`config.mk`:
```
export PLATFORM = sky130hd
export DESIGN_NAME = tohost_monitor
export DESIGN_NICKNAME = d
export VERILOG_FILES = /design/src/rtl/tohost_monitor.sv
export SDC_FILE = /design/constraint.sdc
export NUM_CORES = 1
export LEC_CHECK = 0
export ABC_AREA = 1
export ABC_CLOCK_PERIOD_IN_PS = 1700
export CORE_ASPECT_RATIO = 0.75
export CORE_MARGIN = 2
export CORE_UTILIZATION = 42
export CTS_CLUSTER_SIZE = 20
export DETAILED_ROUTE_END_ITERATION = 7
export PLACE_DENSITY = 0.83
export SYNTH_ARGS = -nofsm -noshare
export SYNTH_HDL_FRONTEND = slang
export SYNTH_SLANG_ARGS = --single-unit
```
`constraint.sdc`:
```
create_clock -name clock -period 1.7 [get_ports clock]
set_input_delay 0.17 -clock clock [delete_from_list [all_inputs] [get_ports clock]]
set_output_delay 0.17 -clock clock [all_outputs]
set_load 0.05 [all_outputs]
```
`src/rtl/tohost_monitor.sv`:
```
// tohost_monitor: snoops memory writes for the tohost word, tracks run cycles,
// reports pass/fail/timeout per round and raises syscall pulses for
// non-terminating tohost writes. A round restarts on ack.
// Optional coverage-stall interrupt is built when TOHOST_MON_STALL_EN is defined.
module tohost_monitor #(
    parameter logic [63:0] TOHOST_ADDR    = 64'h8000_1000,
    parameter int unsigned TIMEOUT_CYCLES = 20000000,
    parameter int unsigned STALL_CYCLES   = 1000
) (
    input  logic        clock,
    input  logic        reset,
    input  logic        wr_valid,
    input  logic [63:0] wr_addr,
    input  logic [63:0] wr_data,
    input  logic [29:0] cov,
    input  logic        ack,
    output logic [63:0] tohost,
    output logic        done,
    output logic        pass,
    output logic        timeout,
    output logic        syscall,
    output logic [63:0] cycles,
    output logic        interrupt
);

    typedef enum logic {ST_RUN = 1'b0, ST_DONE = 1'b1} state_t;

    // Last run-cycle index before the watchdog forces completion.
    localparam logic [63:0] LP_TIMEOUT_LAST = 64'(TIMEOUT_CYCLES) - 64'd1;
    // Value reported in tohost when the watchdog ends the round.
    localparam logic [63:0] LP_TIMEOUT_CODE = 64'h5;

    state_t      r_state;
    logic [63:0] r_tohost;
    logic        r_done;
    logic        r_pass;
    logic        r_timeout;
    logic        r_syscall;
    logic [63:0] r_cycles;

    logic        w_hit;
    logic        w_term;
    logic        w_sys;
    logic        w_expire;

    // Decode the snooped write beat and the watchdog expiry.
    always_comb begin
        w_hit    = wr_valid && (wr_addr == TOHOST_ADDR);
        w_term   = w_hit && wr_data[0];
        w_sys    = w_hit && !wr_data[0] && (wr_data != 64'd0);
        w_expire = (r_cycles == LP_TIMEOUT_LAST);
    end

    // Round FSM: RUN counts cycles and watches tohost, DONE freezes results until ack.
    always_ff @(posedge clock) begin
        if (!reset) begin
            r_state   <= ST_RUN;
            r_tohost  <= 64'd0;
            r_done    <= 1'b0;
            r_pass    <= 1'b0;
            r_timeout <= 1'b0;
            r_syscall <= 1'b0;
            r_cycles  <= 64'd0;
        end else begin
            r_syscall <= 1'b0;
            case (r_state)
                ST_RUN: begin
                    if (w_term) begin
                        // A terminating write wins over a coincident watchdog expiry.
                        r_state   <= ST_DONE;
                        r_done    <= 1'b1;
                        r_tohost  <= wr_data;
                        r_pass    <= (wr_data == 64'h1);
                        r_timeout <= 1'b0;
                    end else if (w_expire) begin
                        r_state   <= ST_DONE;
                        r_done    <= 1'b1;
                        r_tohost  <= LP_TIMEOUT_CODE;
                        r_pass    <= 1'b0;
                        r_timeout <= 1'b1;
                    end else begin
                        if (r_cycles != '1) begin
                            r_cycles <= r_cycles + 64'd1;
                        end
                        if (w_sys) begin
                            r_tohost  <= wr_data;
                            r_syscall <= 1'b1;
                        end
                    end
                end
                ST_DONE: begin
                    if (ack) begin
                        r_state   <= ST_RUN;
                        r_done    <= 1'b0;
                        r_tohost  <= 64'd0;
                        r_pass    <= 1'b0;
                        r_timeout <= 1'b0;
                        r_cycles  <= 64'd0;
                    end
                end
                default: begin
                    r_state <= ST_RUN;
                end
            endcase
        end
    end

    assign tohost  = r_tohost;
    assign done    = r_done;
    assign pass    = r_pass;
    assign timeout = r_timeout;
    assign syscall = r_syscall;
    assign cycles  = r_cycles;

`ifdef TOHOST_MON_STALL_EN
    logic [29:0] r_cov_prev;
    logic [63:0] r_stall;
    logic        r_interrupt;
    logic [63:0] w_stall_nxt;
    logic [63:0] w_thresh;

    // Next stall count and the cov-scaled threshold (full 64-bit product).
    always_comb begin
        w_thresh    = 64'(STALL_CYCLES) * (64'(cov >> 19) + 64'd1);
        w_stall_nxt = r_stall;
        if (r_state == ST_RUN) begin
            if (cov != r_cov_prev) begin
                w_stall_nxt = 64'd0;
            end else if (r_stall != '1) begin
                w_stall_nxt = r_stall + 64'd1;
            end
        end
    end

    // Stall counter and registered interrupt; cleared when a new round starts.
    always_ff @(posedge clock) begin
        if (!reset) begin
            r_cov_prev  <= 30'd0;
            r_stall     <= 64'd0;
            r_interrupt <= 1'b0;
        end else begin
            r_cov_prev <= cov;
            if ((r_state == ST_DONE) && ack) begin
                r_stall     <= 64'd0;
                r_interrupt <= 1'b0;
            end else begin
                r_stall     <= w_stall_nxt;
                r_interrupt <= (w_stall_nxt >= w_thresh);
            end
        end
    end

    assign interrupt = r_interrupt;
`else
    // Without stall logic cov has no consumer; fold it into a deliberately unused net.
    logic w_unused_cov;
    assign w_unused_cov = ^cov;
    assign interrupt    = 1'b0;
`endif

endmodule

```
==> impl_results.md <==
- Final hold viol count: 0
- Post-Synthesis Net Count: about 1.7k
- Arrival time reported for the critical path endpoint: 2.38 ns
- Detailed-router iteration count before antenna repair: 6
- Post-detailed-placement cell area: about 14000 um^2
- Cell with the largest stage delay on the worst path: sky130_fd_sc_hd__dfxtp_4
- Area occupied by registers: 2820 um^2
- Clock transition at the registers of the reported paths: approximately 0.070 ns
- Overall Global Routing Usage: 0.3359
- Number of setup violations in the final report: 130
- Number of port buffers: about 260
- Largest net degree at the start of global routing: 54
- Post-Route Skew: about 0.012 ns
- Layout filler cell count: 1510
- Starting utilization of the core area: 0.4310
- PwrDens: 499.6 nW/um^2
- Post-synthesis instance area: ~9000 um^2
- Number of antenna violations at the first check in global routing: 0
- Worst Setup Path Type: reg -> reg
- TritonCTS clock tree: done
- Horizontal extent of the die: 170.8 um
- Cell taking the most area after synthesis: sky130_fd_sc_hd__dfxtp_1
- Run status: finished, violations left
- Slew Limit Headroom: 0.5143
- Commonest cells post-synth: sky130_fd_sc_hd__nand2_1 (517), sky130_fd_sc_hd__nor2_1 (269), sky130_fd_sc_hd__inv_1 (212)
- Wire length of the first global-routing pass: between 50000 and 60000 um
- Tightest Hold Check Type: in -> reg
- Setup TNS: -28.74 ns
- Number of buffers created by CTS: 17
- Root Driver: sky130_fd_sc_hd__clkbuf_16
- Ys async rst share: 0
- Vias in the first global route: about 11k
- CP required: 2.04 ns
- Worst path buffer plus inverter count: 4
- Sum of internal, switching and leakage power: around 8000 uW
- Hold Buf Count CTS: 0
- Antenna diode count: 0
- Max-cap viol count: 0
- Chip height: 129.1 um
- Initial detailed-routing violation count: roughly 1.5k
- Leading post-synthesis cells by cell area: sky130_fd_sc_hd__dfxtp_1 (30%), sky130_fd_sc_hd__nand2_1 (22%), sky130_fd_sc_hd__nor2_1 (12%)
- Core Rows: 45
- Final Wtd Congestion: about 0.98
- Final-stage net count: about 2.3k
- Endpoint class of the critical path: flip-flop
- Unrepaired setup endpoints after global routing: yes
- Worst Hold Margin: approximately 0.2 ns
- Area share of the leading cell type in the synthesized netlist: 0.3039
- Yosys warning total: 0
- H-tree Lvls: 4
- Drt total wl: 41260 um
- Post-synth cell types: 32
- Layout Cell Area excl Fill: between 15000 and 20000 um^2
- Kind of start point of the critical path: flip-flop
- Vias per cell: between 5 and 6
- DRC: 0
- Peak Freq: a little under 500 MHz
- Number of pins exceeding their max-slew limit in the final report: 0
- Cell family with the largest share of critical-path delay: simple AND/OR/NAND/NOR gates
- Slowest stage delay, CP: roughly 0.36 ns
- Flip-flop cell with the highest count after synthesis: sky130_fd_sc_hd__dfxtp_1
- Sequential area share after synthesis: 0.3039
- Hpwl dp: roughly 28000 um
- Post-Synthesis Mean Instance Area: roughly 5.6 um^2
- Critical-path maximum fanout: 6
- DR vias: approximately 13k
- Final WS setup: -0.3341 ns
- Fraction of layout cells with a size suffix above 1: 0.3274
- Footprint of the multi-input gates: about 5600 um^2
- Share of the cycle needed by the critical path after routing: 1.197
- Number of synthesized flops with an enable pin: 0
- Cell leakage power: between 0.007 and 0.008 uW
- I/O pin cnt: 295
- # clock sinks: about 130
- Final period demand of the worst path: a little over 2 ns
- Total congestion overflow after global routing: 0
- Synth Instances: between 1.5k and 2k
- ANT nets after route: 0
- Yosys reg bits: 133
- Die area: 22040 um^2
- Mean routed wirelength per cell: about 17 um
- Area growth, synth to finish: 78.28%
- List of cells traversed by the critical path: ha_4 -> nand3_4 -> buf_4 -> inv_4 -> nand2_4 -> inv_4 -> nand2_2 -> nor2_4 -> a21oi_2 -> nand2_2 -> nand2_8 -> buf_12 -> nand2_1 -> a21oi_1
- Skew-Pair Late Insertion Delay: around 0.44 ns
- Failing checks: setup timing
- Most frequent cell after synthesis: sky130_fd_sc_hd__nand2_1
- Core Area: 20330 um^2
- Highest ir drop seen on vdd: around 660 uV
- Worst Max-Slew Pin Slew: 0.7286 ns
- Maximum clock insertion buffer count: 2
registers in the layout, summed over array words and instances, names as in the netlist:
| name | count |
|---|---|
| cycles | 64 |
| done | 1 |
| pass | 1 |
| r_state | 1 |
| syscall | 1 |
| timeout | 1 |
| tohost | 64 |
final timing paths:
kind                                 start  slack (ns)  depth (start not counted)         end
worst min register to register  tohost[49]        0.46                          2  tohost[49]
worst min-delay path                 reset        0.20                          5     r_state
worst max register to register   cycles[0]       -0.33                         14  tohost[16]
worst max-delay path             cycles[0]       -0.33                         14  tohost[16]
kinds of logic after synthesis:
family / Yosys count / share of synthesized area
compound gates: 66 / 0.03870
fa+ha+maj: 1 / 0.001428
buf+inv: 273 / 0.1281
flops: 133 / 0.3039
other cells: 1 / 0.0004280
simple gates: 1085 / 0.5274
worst min-delay path: cells and delay by family:
kind | cells | cell delay (ns)
AOI/OAI and AO/OA | 1 | 0.09
buffers and inverters | 3 | 0.24
and+or+nand+nor | 1 | 0.10
layout make-up:
| class | instances | area share |
|---|---|---|
| clock buffers | 19 | 0.02972 |
| multi-input cells | 1155 | 0.3610 |
| repair buffers | 598 | 0.3425 |
| clock inverters | 12 | 0.008892 |
| flip-flops and latches | 133 | 0.1806 |
| well taps | 282 | 0.02259 |
| inverters | 221 | 0.05471 |
layout by cell type, fill, tap and decap left out, types with 3 or more instances in the layout:
cell type / instances
sky130_fd_sc_hd__nand2_4: 8
sky130_fd_sc_hd__dfxtp_4: 31
sky130_fd_sc_hd__dfxtp_2: 33
sky130_fd_sc_hd__buf_8: 4
sky130_fd_sc_hd__buf_4: 386
sky130_fd_sc_hd__dfxtp_1: 69
sky130_fd_sc_hd__a21oi_2: 5
sky130_fd_sc_hd__nand3_4: 3
sky130_fd_sc_hd__nand3_2: 32
sky130_fd_sc_hd__clkdlybuf4s50_1: 130
sky130_fd_sc_hd__dlygate4sd2_1: 43
sky130_fd_sc_hd__inv_1: 203
sky130_fd_sc_hd__nand3_1: 129
sky130_fd_sc_hd__nand2_1: 487
sky130_fd_sc_hd__inv_2: 12
sky130_fd_sc_hd__nor2_2: 50
sky130_fd_sc_hd__nor3_1: 23
sky130_fd_sc_hd__o21ai_0: 30
sky130_fd_sc_hd__nand2_2: 30
sky130_fd_sc_hd__buf_6: 5
sky130_fd_sc_hd__inv_6: 6
sky130_fd_sc_hd__nand4_1: 73
sky130_fd_sc_hd__a21oi_1: 25
sky130_fd_sc_hd__nor3_2: 6
sky130_fd_sc_hd__inv_4: 4
sky130_fd_sc_hd__nand2_8: 3
sky130_fd_sc_hd__clkbuf_16: 31
sky130_fd_sc_hd__nor2_1: 213
sky130_fd_sc_hd__buf_12: 15
sky130_fd_sc_hd__nor2_4: 21
per-layer routing:
layer  up-vias  wire length (um)  GRT usage
met5         -                 0          0
met4         0              1661     0.1151
met3       154              4510    0.06995
met2       844             18010     0.5387
met1      5819             17080     0.4515
li1       6029                 -          -
per-stage QoR:
stage / std cells / utilization / worst slack (ns)
floorplan: 1559 / - / -0.1674
global placement: 2354 / 0.6888 / -0.6122
detailed placement: 2354 / 0.6888 / -0.6684
CTS: 2396 / 0.7307 / -0.2324
global route: 2420 / 0.7684 / -0.4012
finish: 2420 / 0.7684 / -0.3341
power breakdown:
part	switching, uW	internal [uW]	leakage [uW]
registers	7.64	3080	0.00111
logic	353	434	0.00652
clock network	1620	2310	0.000298
total	1980	5820	0.00794
timing repair:
action | CTS | global route
resized for setup | 101 | 99
pin swaps | 17 | 32
cloned | 2 | 19
setup buffers | 10 | 6
setup endpoints to repair | 173 | 133
Power figures use the tool's default switching activity.
